File: src/rtl/fetch_pkg.sv
// Shared types and constants for the instruction-fetch slice.
// Buffer entries pair each instruction word with the byte PC it was fetched from.
package fetch_pkg;

    localparam int PC_W        = 32;
    localparam int INSTR_ALIGN = 2;
    localparam int INSTR_W     = 32;

    localparam logic [PC_W-1:0] RESET_PC_DEF = 32'h0000_0000;

    typedef struct packed {
        logic [INSTR_W-1:0] instr;
        logic [PC_W-1:0]    pc;
    } fetch_entry_t;

    // Low address bits of a byte PC are not part of the word address.
    function automatic logic [PC_W-1:0] align_pc(input logic [PC_W-1:0] pc);
        return {pc[PC_W-1:INSTR_ALIGN], {INSTR_ALIGN{1'b0}}};
    endfunction

endpackage

File: src/rtl/fetch_buffer.sv
// Small synchronous FIFO of fetch entries with a single-cycle flush.
// Flush dominates any push or pop in the same cycle.
module fetch_buffer
    import fetch_pkg::*;
#(
    parameter int DEPTH = 2,
    parameter int CNT_W = $clog2(DEPTH) + 1
) (
    input  logic             clk,
    input  logic             rst,
    input  logic             push,
    input  fetch_entry_t     push_data,
    input  logic             pop,
    input  logic             flush,
    output fetch_entry_t     head,
    output logic [CNT_W-1:0] count
);

    localparam int PTR_W = $clog2(DEPTH);

    fetch_entry_t     mem_r [DEPTH];
    logic [PTR_W-1:0] wr_ptr_r;
    logic [PTR_W-1:0] rd_ptr_r;
    logic [CNT_W-1:0] count_r;
    logic             do_push_s;
    logic             do_pop_s;

    // Qualify push/pop against flush and an empty buffer.
    always_comb begin
        do_push_s = push & ~flush;
        do_pop_s  = pop & ~flush & (count_r != {CNT_W{1'b0}});
    end

    // Storage, pointers and occupancy.
    always_ff @(posedge clk or posedge rst) begin
        if (rst) begin
            for (int i = 0; i < DEPTH; i++) begin
                mem_r[i] <= {$bits(fetch_entry_t){1'b0}};
            end
            wr_ptr_r <= {PTR_W{1'b0}};
            rd_ptr_r <= {PTR_W{1'b0}};
            count_r  <= {CNT_W{1'b0}};
        end else if (flush) begin
            wr_ptr_r <= {PTR_W{1'b0}};
            rd_ptr_r <= {PTR_W{1'b0}};
            count_r  <= {CNT_W{1'b0}};
        end else begin
            if (do_push_s) begin
                mem_r[wr_ptr_r] <= push_data;
                wr_ptr_r        <= wr_ptr_r + PTR_W'(1);
            end
            if (do_pop_s) begin
                rd_ptr_r <= rd_ptr_r + PTR_W'(1);
            end
            case ({do_push_s, do_pop_s})
                2'b10:   count_r <= count_r + CNT_W'(1);
                2'b01:   count_r <= count_r - CNT_W'(1);
                default: count_r <= count_r;
            endcase
        end
    end

    assign head  = mem_r[rd_ptr_r];
    assign count = count_r;

    fetch_buffer_chk #(
        .DEPTH (DEPTH),
        .CNT_W (CNT_W)
    ) u_chk (
        .clk   (clk),
        .rst   (rst),
        .push  (push),
        .flush (flush),
        .count (count_r)
    );

endmodule

File: src/rtl/fetch_buffer_chk.sv
// Protocol checker for fetch_buffer: a push must always find a free slot.
module fetch_buffer_chk #(
    parameter int DEPTH = 2,
    parameter int CNT_W = 2
) (
    input logic             clk,
    input logic             rst,
    input logic             push,
    input logic             flush,
    input logic [CNT_W-1:0] count
);

    a_no_overflow: assert property (@(posedge clk) disable iff (rst)
        (push && !flush) |-> (count < CNT_W'(DEPTH)));

endmodule

File: src/rtl/fetch_unit.sv
// Instruction-fetch stage: owns the fetch PC, drives a 1-cycle ROM, buffers returned
// words and presents {instr, pc} to decode; redirects flush and restart the stream.
module fetch_unit
    import fetch_pkg::*;
#(
    parameter int              ADDR_W    = 15,
    parameter int              DATA_W    = 32,
    parameter logic [PC_W-1:0] RESET_PC  = RESET_PC_DEF,
    parameter int              BUF_DEPTH = 2
) (
    input  logic              clk,
    input  logic              rst,
    input  logic              redirect_valid,
    input  logic [PC_W-1:0]   redirect_pc,
    output logic              rom_en,
    output logic [ADDR_W-1:0] rom_addr,
    input  logic [DATA_W-1:0] rom_data,
    output logic              out_valid,
    input  logic              out_ready,
    output logic [DATA_W-1:0] out_instr,
    output logic [PC_W-1:0]   out_pc
);

    localparam int CNT_W = $clog2(BUF_DEPTH) + 1;

    logic [PC_W-1:0]   fetch_pc_r;
    logic [PC_W-1:0]   inflight_pc_r;
    logic              inflight_r;
    logic [PC_W-1:0]   last_pc_r;
    logic [DATA_W-1:0] last_instr_r;
    logic [PC_W-1:0]   req_pc_s;
    logic              pop_s;
    logic              push_s;
    logic              credit_s;
    logic [CNT_W-1:0]  count_s;
    fetch_entry_t      push_entry_s;
    fetch_entry_t      head_s;

    // Output from the buffer head; when empty, keep showing the last accepted word.
    always_comb begin
        out_valid = (count_s != {CNT_W{1'b0}});
        if (out_valid) begin
            out_instr = DATA_W'(head_s.instr);
            out_pc    = head_s.pc;
        end else begin
            out_instr = last_instr_r;
            out_pc    = last_pc_r;
        end
    end

    // Issue decision: redirect overrides credit; the in-flight word is dropped on redirect.
    always_comb begin
        pop_s              = out_valid & out_ready;
        push_s             = inflight_r & ~redirect_valid;
        push_entry_s.instr = INSTR_W'(rom_data);
        push_entry_s.pc    = inflight_pc_r;
        // Words already owed to the buffer (held + in flight), net of this cycle's pop.
        credit_s = ({1'b0, count_s} + (CNT_W+1)'(inflight_r))
                 < ((CNT_W+1)'(BUF_DEPTH) + (CNT_W+1)'(pop_s));
        if (rst) begin
            rom_en   = 1'b0;
            req_pc_s = fetch_pc_r;
        end else if (redirect_valid) begin
            rom_en   = 1'b1;
            req_pc_s = align_pc(redirect_pc);
        end else if (credit_s) begin
            rom_en   = 1'b1;
            req_pc_s = fetch_pc_r;
        end else begin
            rom_en   = 1'b0;
            req_pc_s = fetch_pc_r;
        end
        rom_addr = req_pc_s[ADDR_W+1:INSTR_ALIGN];
    end

    // Fetch PC, in-flight request tracking and the hold copy of the last output.
    always_ff @(posedge clk or posedge rst) begin
        if (rst) begin
            fetch_pc_r    <= RESET_PC;
            inflight_r    <= 1'b0;
            inflight_pc_r <= 32'h0000_0000;
            last_pc_r     <= 32'h0000_0000;
            last_instr_r  <= {DATA_W{1'b0}};
        end else begin
            inflight_r <= rom_en;
            if (rom_en) begin
                fetch_pc_r    <= req_pc_s + 32'd4;
                inflight_pc_r <= req_pc_s;
            end
            if (pop_s) begin
                last_pc_r    <= out_pc;
                last_instr_r <= out_instr;
            end
        end
    end

    fetch_buffer #(
        .DEPTH (BUF_DEPTH),
        .CNT_W (CNT_W)
    ) u_buf (
        .clk       (clk),
        .rst       (rst),
        .push      (push_s),
        .push_data (push_entry_s),
        .pop       (pop_s),
        .flush     (redirect_valid),
        .head      (head_s),
        .count     (count_s)
    );

endmodule

File: config.mk
export PLATFORM = sky130hd
export DESIGN_NAME = fetch_unit
export DESIGN_NICKNAME = d
export VERILOG_FILES = /design/src/rtl/fetch_pkg.sv /design/src/rtl/fetch_buffer.sv /design/src/rtl/fetch_buffer_chk.sv /design/src/rtl/fetch_unit.sv
export SDC_FILE = /design/constraint.sdc
export NUM_CORES = 1
export LEC_CHECK = 0
export CAP_MARGIN = 5
export CORE_MARGIN = 2
export CORE_UTILIZATION = 35
export CTS_CLUSTER_SIZE = 20
export DETAILED_ROUTE_END_ITERATION = 12
export SYNTH_ARGS = -nofsm -noshare
export SYNTH_HDL_FRONTEND = slang
export SYNTH_SLANG_ARGS = --single-unit
export TNS_END_PERCENT = 20
File: constraint.sdc
create_clock -name clk -period 24.6 [get_ports clk]
set_clock_uncertainty 0.1 [all_clocks]
set_input_delay 3.69 -clock clk [delete_from_list [all_inputs] [get_ports clk]]
set_output_delay 3.69 -clock clk [all_outputs]
set_load 0.02 [all_outputs]
=== Yosys cells after proc, flatten, opt, wreduce, memory -nomap -nowiden ===
Cells that the tools add are included.

* Equal/unequal tests: 2
* Shifts and indexed selects: 0
* Add/sub/neg operators: 7
* Bitwise operators: 8
* Order comparisons: 4
* $mul: 0
* Reduce and logical (&&, ||, !) cells: 6
* Divide/modulo/power cells: 0
* Mux-type cells: 19

{| class="wikitable"
|+ Operators with widths
! kind !! count
|-
| 2-to-1 mux 64 bit || 4
|-
| bitwise mux 128 bit || 1
|-
| 2-to-1 mux 32 bit || 4
|-
| demux 64 bit (select 1 bit) || 1
|-
| adder 32 x 3 -> 32 bit (second input constant) || 1
|-
| 2-to-1 mux 1 bit || 7
|-
| nonzero test 2 bit || 3
|-
| AND 1 bit || 5
|-
| >= comparator 2 bit (second input constant) || 2
|-
| NOT 1 -> 2 bit || 2
|-
| one-hot mux 2 bit (2 select lines) || 1
|-
| adder 2 x 1 -> 3 bit || 1
|-
| adder 2 x 1 -> 3 bit (first input constant) || 1
|-
| < comparator 3 bit || 1
|-
| nonzero test 3 bit || 1
|-
| adder 1 bit (second input constant) || 2
|-
| adder 2 x 1 -> 2 bit (second input constant) || 1
|-
| equality test 2 x 1 -> 1 bit (second input constant) || 1
|-
| equality test 2 bit (second input constant) || 1
|-
| < comparator 2 x 1 -> 1 bit (second input constant) || 1
|-
| 2-to-1 mux 2 bit || 1
|-
| AND reduction 2 bit || 1
|-
| subtractor 2 x 1 -> 2 bit (second input constant) || 1
|-
| logical AND 1 bit || 1
|-
| NOT 1 bit || 1
|}

* Memory bits (read-only): 0
* Output and inout port bits: 81
* Bits of input ports: 68
* Memories: 0
* Flip-flop bits (word level): 261
* Logic and storage cells: 58
* Memory bits (writable): 0
* Bits in latches: 0

=== Logic depth before layout (Yosys ltp) ===
* Depth after elaboration: 7
* Depth in mapped cells: 17
* Gate-level depth less buffers: 11

=== By module ===
From an unflattened synthesis, not the netlist that was laid out.

* Cells, all modules: 995
* Area, all modules: 12978.7 um^2

{| class="wikitable"
|+ Modules (own cells, without submodules)
! module !! area each (um^2) !! cells each !! instances !! sequential area each (um^2)
|-
| fetch_unit || 6922.9 || 632 || 1 || 3128.0
|-
| fetch_buffer || 6055.8 || 363 || 1 || 3303.2
|}

=== Worst setup path before layout ===
No wires, ideal clock.

* Path kind: input-to-output
* Start point: input port redirect_valid
* End point: output port rom_addr[4]
* Required time: 20810 ps
* Slack: 15550 ps
* Path buffers: 5
* Arrival time: 5260 ps
* Stages on the path: 8
* Cells stage by stage: buf_6 and2b_4 buf_6 clkbuf_1 buf_2 mux2i_1 inv_1 buf_4

* Word-level cells in the longest chain between the ends: 2

{| class="wikitable"
|+ Ends and longest elaborated chain
! element !! RTL line !! text
|-
| start, declared || fetch_unit.sv:13 || <nowiki>input logic redirect_valid,</nowiki>
|-
| 2-to-1 mux 32 bit || fetch_unit.sv:63 || <nowiki>end else if (redirect_valid) begin</nowiki>
|-
| 2-to-1 mux 32 bit || fetch_unit.sv:60 || <nowiki>if (rst) begin</nowiki>
|-
| end, declared || fetch_unit.sv:16 || <nowiki>output logic [ADDR_W-1:0] rom_addr,</nowiki>
|}

No other way between the ends.

=== Final worst setup path ===
* Start point: input port redirect_valid
* End point: output port rom_addr[8]

Same word-level chain as after synthesis.

==> results by group <==
Setup path
  • CP endpoint kind: output port
  • CP required: around 21 ns
  • CP startpoint kind: input port
  • Crit path DAT: 6.30 ns
  • Setup CP Type: input port to output port
  • Worst-path maximum fanout: 40

Logic synthesis
  • #FFs+latches synth: 253
  • Syn_area_per_cell: roughly 11 µm²
  • Post-synth net total: between 1000 and 1500
  • FFs w/ async S/R, synth: between 90% and 100%
  • Post-Syn Instances: roughly 1100
  • Yosys warns: 0
  • Seq/Total Area, Yosys: a little over half
  • Synth Cell Area: between 10000 and 15000 µm²
  • Post-synth EDFFs: 0
  • Yosys cell types: 48
  • Top FF cell, synth: dfrtp_1

Detailed routing
  • Initial DRC Count: 396
  • Wire per inst: around 16 µm
  • Drt first pass iters: 4
  • Post-Route WL: approximately 28000 µm
  • DR vias/cell: a little under 5
  • Post-route DRC violation count: 0
  • DR vias: about 8400
  • Final ANT Viol Nets: 0

Power and ir drop
  • Power, Total: 2.034 mW
  • Sequential Power Share: between 30% and 40%
  • Internal power: roughly 1.3 mW
  • NetSw: 751.5 µW
  • Pwr dens: ~140 nW/µm²
  • Clock power share: 21.8%
  • Sw Ratio: 36.95%
  • VDD IR max: around 0.000054 V
  • Leak: slightly above 6 nW
  • Comb pwr share: ~43%

Floorplanning
  • Core ar.: approximately 34000 µm²
  • Io pins: 149
  • Initial Utilization: between 30% and 40%
  • Die Y: between 150 and 200 µm
  • Die extent in x: about 190 µm
  • Row count: between 60 and 70
  • Total die area: 36020 µm²

STA
  • Worst slew pin tran: about 0.95 ns
  • Hold Fails Final Rpt: 0
  • Final worst path period share: 41.00%
  • RSZ-0062 raised after global routing: no
  • Final setup fails: 0
  • Rel. slew slack: between 30% and 40%
  • Post-Route Setup TNS: 0 ns
  • Final min period: around 10 ns
  • Final Max Tran Viols: 0
  • Fmax: between 90 and 100 MHz

Global route
  • Met1 Use GR: approximately 23%
  • M2 GR Usage: 23.98%
  • Antenna violations before repair: 0
  • GRT met3 Usage: under 10%
  • Aggregate global routing overflow: 0
  • First-pass GRT wire length: about 46000 µm
  • Vias in the first global route: 8441
  • Busiest grt layer: met2
  • Pin count of the biggest net entering global routing: roughly 110
  • GR Util All Layers: 15.47%

CTS
  • CTS Buffer Depth: 3
  • Num CTS Buffers: 29
  • # H-tree levels: 1
  • Hold-fix buffers, CTS: 0
  • Clk root buf: clkbuf_16
  • Clk slew on worst S/H paths: roughly 0.060 ns
  • Clk sinks: around 250
  • CTS tree: done
  • Post-CTS Resized: 0
  • Worst-skew pair later-pin latency: roughly 0.54 ns
  • Post-CTS setup buffer count: 0

Place
  • Final HPWL DP: around 18000 µm
  • RD Place Congestion: 0.8226
  • Cells after DPL: 1664
  • Port bufs: between 100 and 150

Job
  • # Max-Cap Violations: 0

Layout
  • Nets: between 1000 and 1500
  • Number of diodes: 0
  • Area Overhead vs Synth: 22.29%
  • Layout Cells excl Fill: 1715
  • Fraction of layout cells with a size suffix above 1: 15.95%

Status
  • Outcome: completed

Worst hold path
  • Hold crit path type: register to register
[synth_stat cells (all sizes together) (4+ instances only)]
library cell | number | area [µm²]
mux2 | 128 | 1441
nor2 | 119 | 446.7
mux2i | 96 | 973.4
nand3 | 13 | 70.07
dfrtp | 253 | 6331
o21ai | 73 | 365.3
clkbuf | 53 | 198.9
nand2 | 142 | 533.0
nor3 | 10 | 55.05
buf | 35 | 239.0
nor4 | 7 | 80.07
a21oi | 92 | 460.4
inv | 16 | 60.06
xor2 | 17 | 148.9
nand4 | 5 | 31.28
nand2b | 4 | 32.53
a31oi | 14 | 87.58
xnor2 | 30 | 262.8
and3 | 9 | 56.30
[path summary, 6_finish.rpt]
| path | cells after the start | slack (ns) | from | to |
|---|---|---|---|---|
| setup / recovery | 5 | 14.51 | redirect_valid | rom_addr[8] |
| hold / removal | 2 | 0.38 | last_instr_r[1] | last_instr_r[1] |
| setup reg to reg | 10 | 21.71 | fetch_pc_r[3] | fetch_pc_r[30] |
| hold reg to reg | 2 | 0.38 | last_instr_r[1] | last_instr_r[1] |
| max in group asynchronous | 3 | 19.06 | rst | u_buf.rd_ptr_r |
| min in group asynchronous | 2 | 3.75 | rst | inflight_pc_r[16] |
[cell families (layout without fill, tap and decap cells)]
kind of cell               after synthesis  in the layout  synth area share (%)
buffers and inverters                  105            226                 4.153
DFF                                    253            253                 52.41
and+or+nand+nor                        320            320                 11.59
muxes                                  224            224                 19.99
adders and majority gates                3              3                0.3108
xor gates and xnor gates                47             47                 3.408
AOI/OAI and AO/OA                      187            187                 8.141
[critical path, cell delays in order]
cell and delay, ns:
clkdlybuf4s50_1 0.75, and2b_4 0.66, mux2i_1 0.52, inv_1 0.09
clkdlybuf4s50_1 0.55
[state kept, by name (all words and copies together) (netlist names)]
| name | count |
|---|---|
| fetch_pc_r | 30 |
| inflight_pc_r | 30 |
| inflight_r | 1 |
| last_instr_r | 32 |
| last_pc_r | 32 |
| u_buf.count | 2 |
| u_buf.mem_r | 124 |
| u_buf.rd_ptr_r | 1 |
| u_buf.wr_ptr_r | 1 |
[area by class of cell]
class | count | area (µm²)
Inverter | 17 | 71.32
Sequential cell | 253 | 6335
Clock buffer | 38 | 779.5
Tap cell | 455 | 569.3
Clock inverter | 13 | 195.2
Fill cell | 3243 | 19520
Multi-Input combinational cell | 781 | 5271
Timing Repair Buffer | 158 | 1551
[metrics by stage]
stage               cell area (µm²)  worst slack, ns  util (%)  hold WS [ns]
floorplan                     12080            13.85         -        0.3505
CTS                           14770            14.53     43.09        0.3842
finish                        14770            14.51     43.09        0.3767
global placement              13800            14.53     40.24        0.3620
detailed placement            13800            14.55     40.24        0.3706
global route                  14770            14.35     43.09        0.3987
[power groups by stage]
stage               clock network [mW]  registers (mW)  logic [mW]
detailed placement                   0           0.728       0.879
global placement                     0           0.717       0.868
finish                           0.443           0.721       0.870
floorplan                            0           0.686       0.589
global route                     0.475           0.748       0.957
CTS                              0.457           0.721       0.883
[cell usage in the layout, fill, tap and decap left out, types with 14 or more instances in the layout]
cell type / n
mux2i_1: 95
clkbuf_16: 29
nor2_1: 119
nand2_1: 142
xor2_1: 17
inv_1: 15
dfrtp_1: 252
clkdlybuf4s50_1: 146
mux2_2: 128
a21oi_1: 92
a31oi_1: 14
o21ai_0: 71
xnor2_1: 30
[per-layer routing]
layer	vias up	part of all wire, %
li1	4103	-
met1	4097	50
met2	151	44
met3	35	4.4
met4	0	1.5
met5	-	0
No activity file was read; power rests on OpenSTA's default activity.
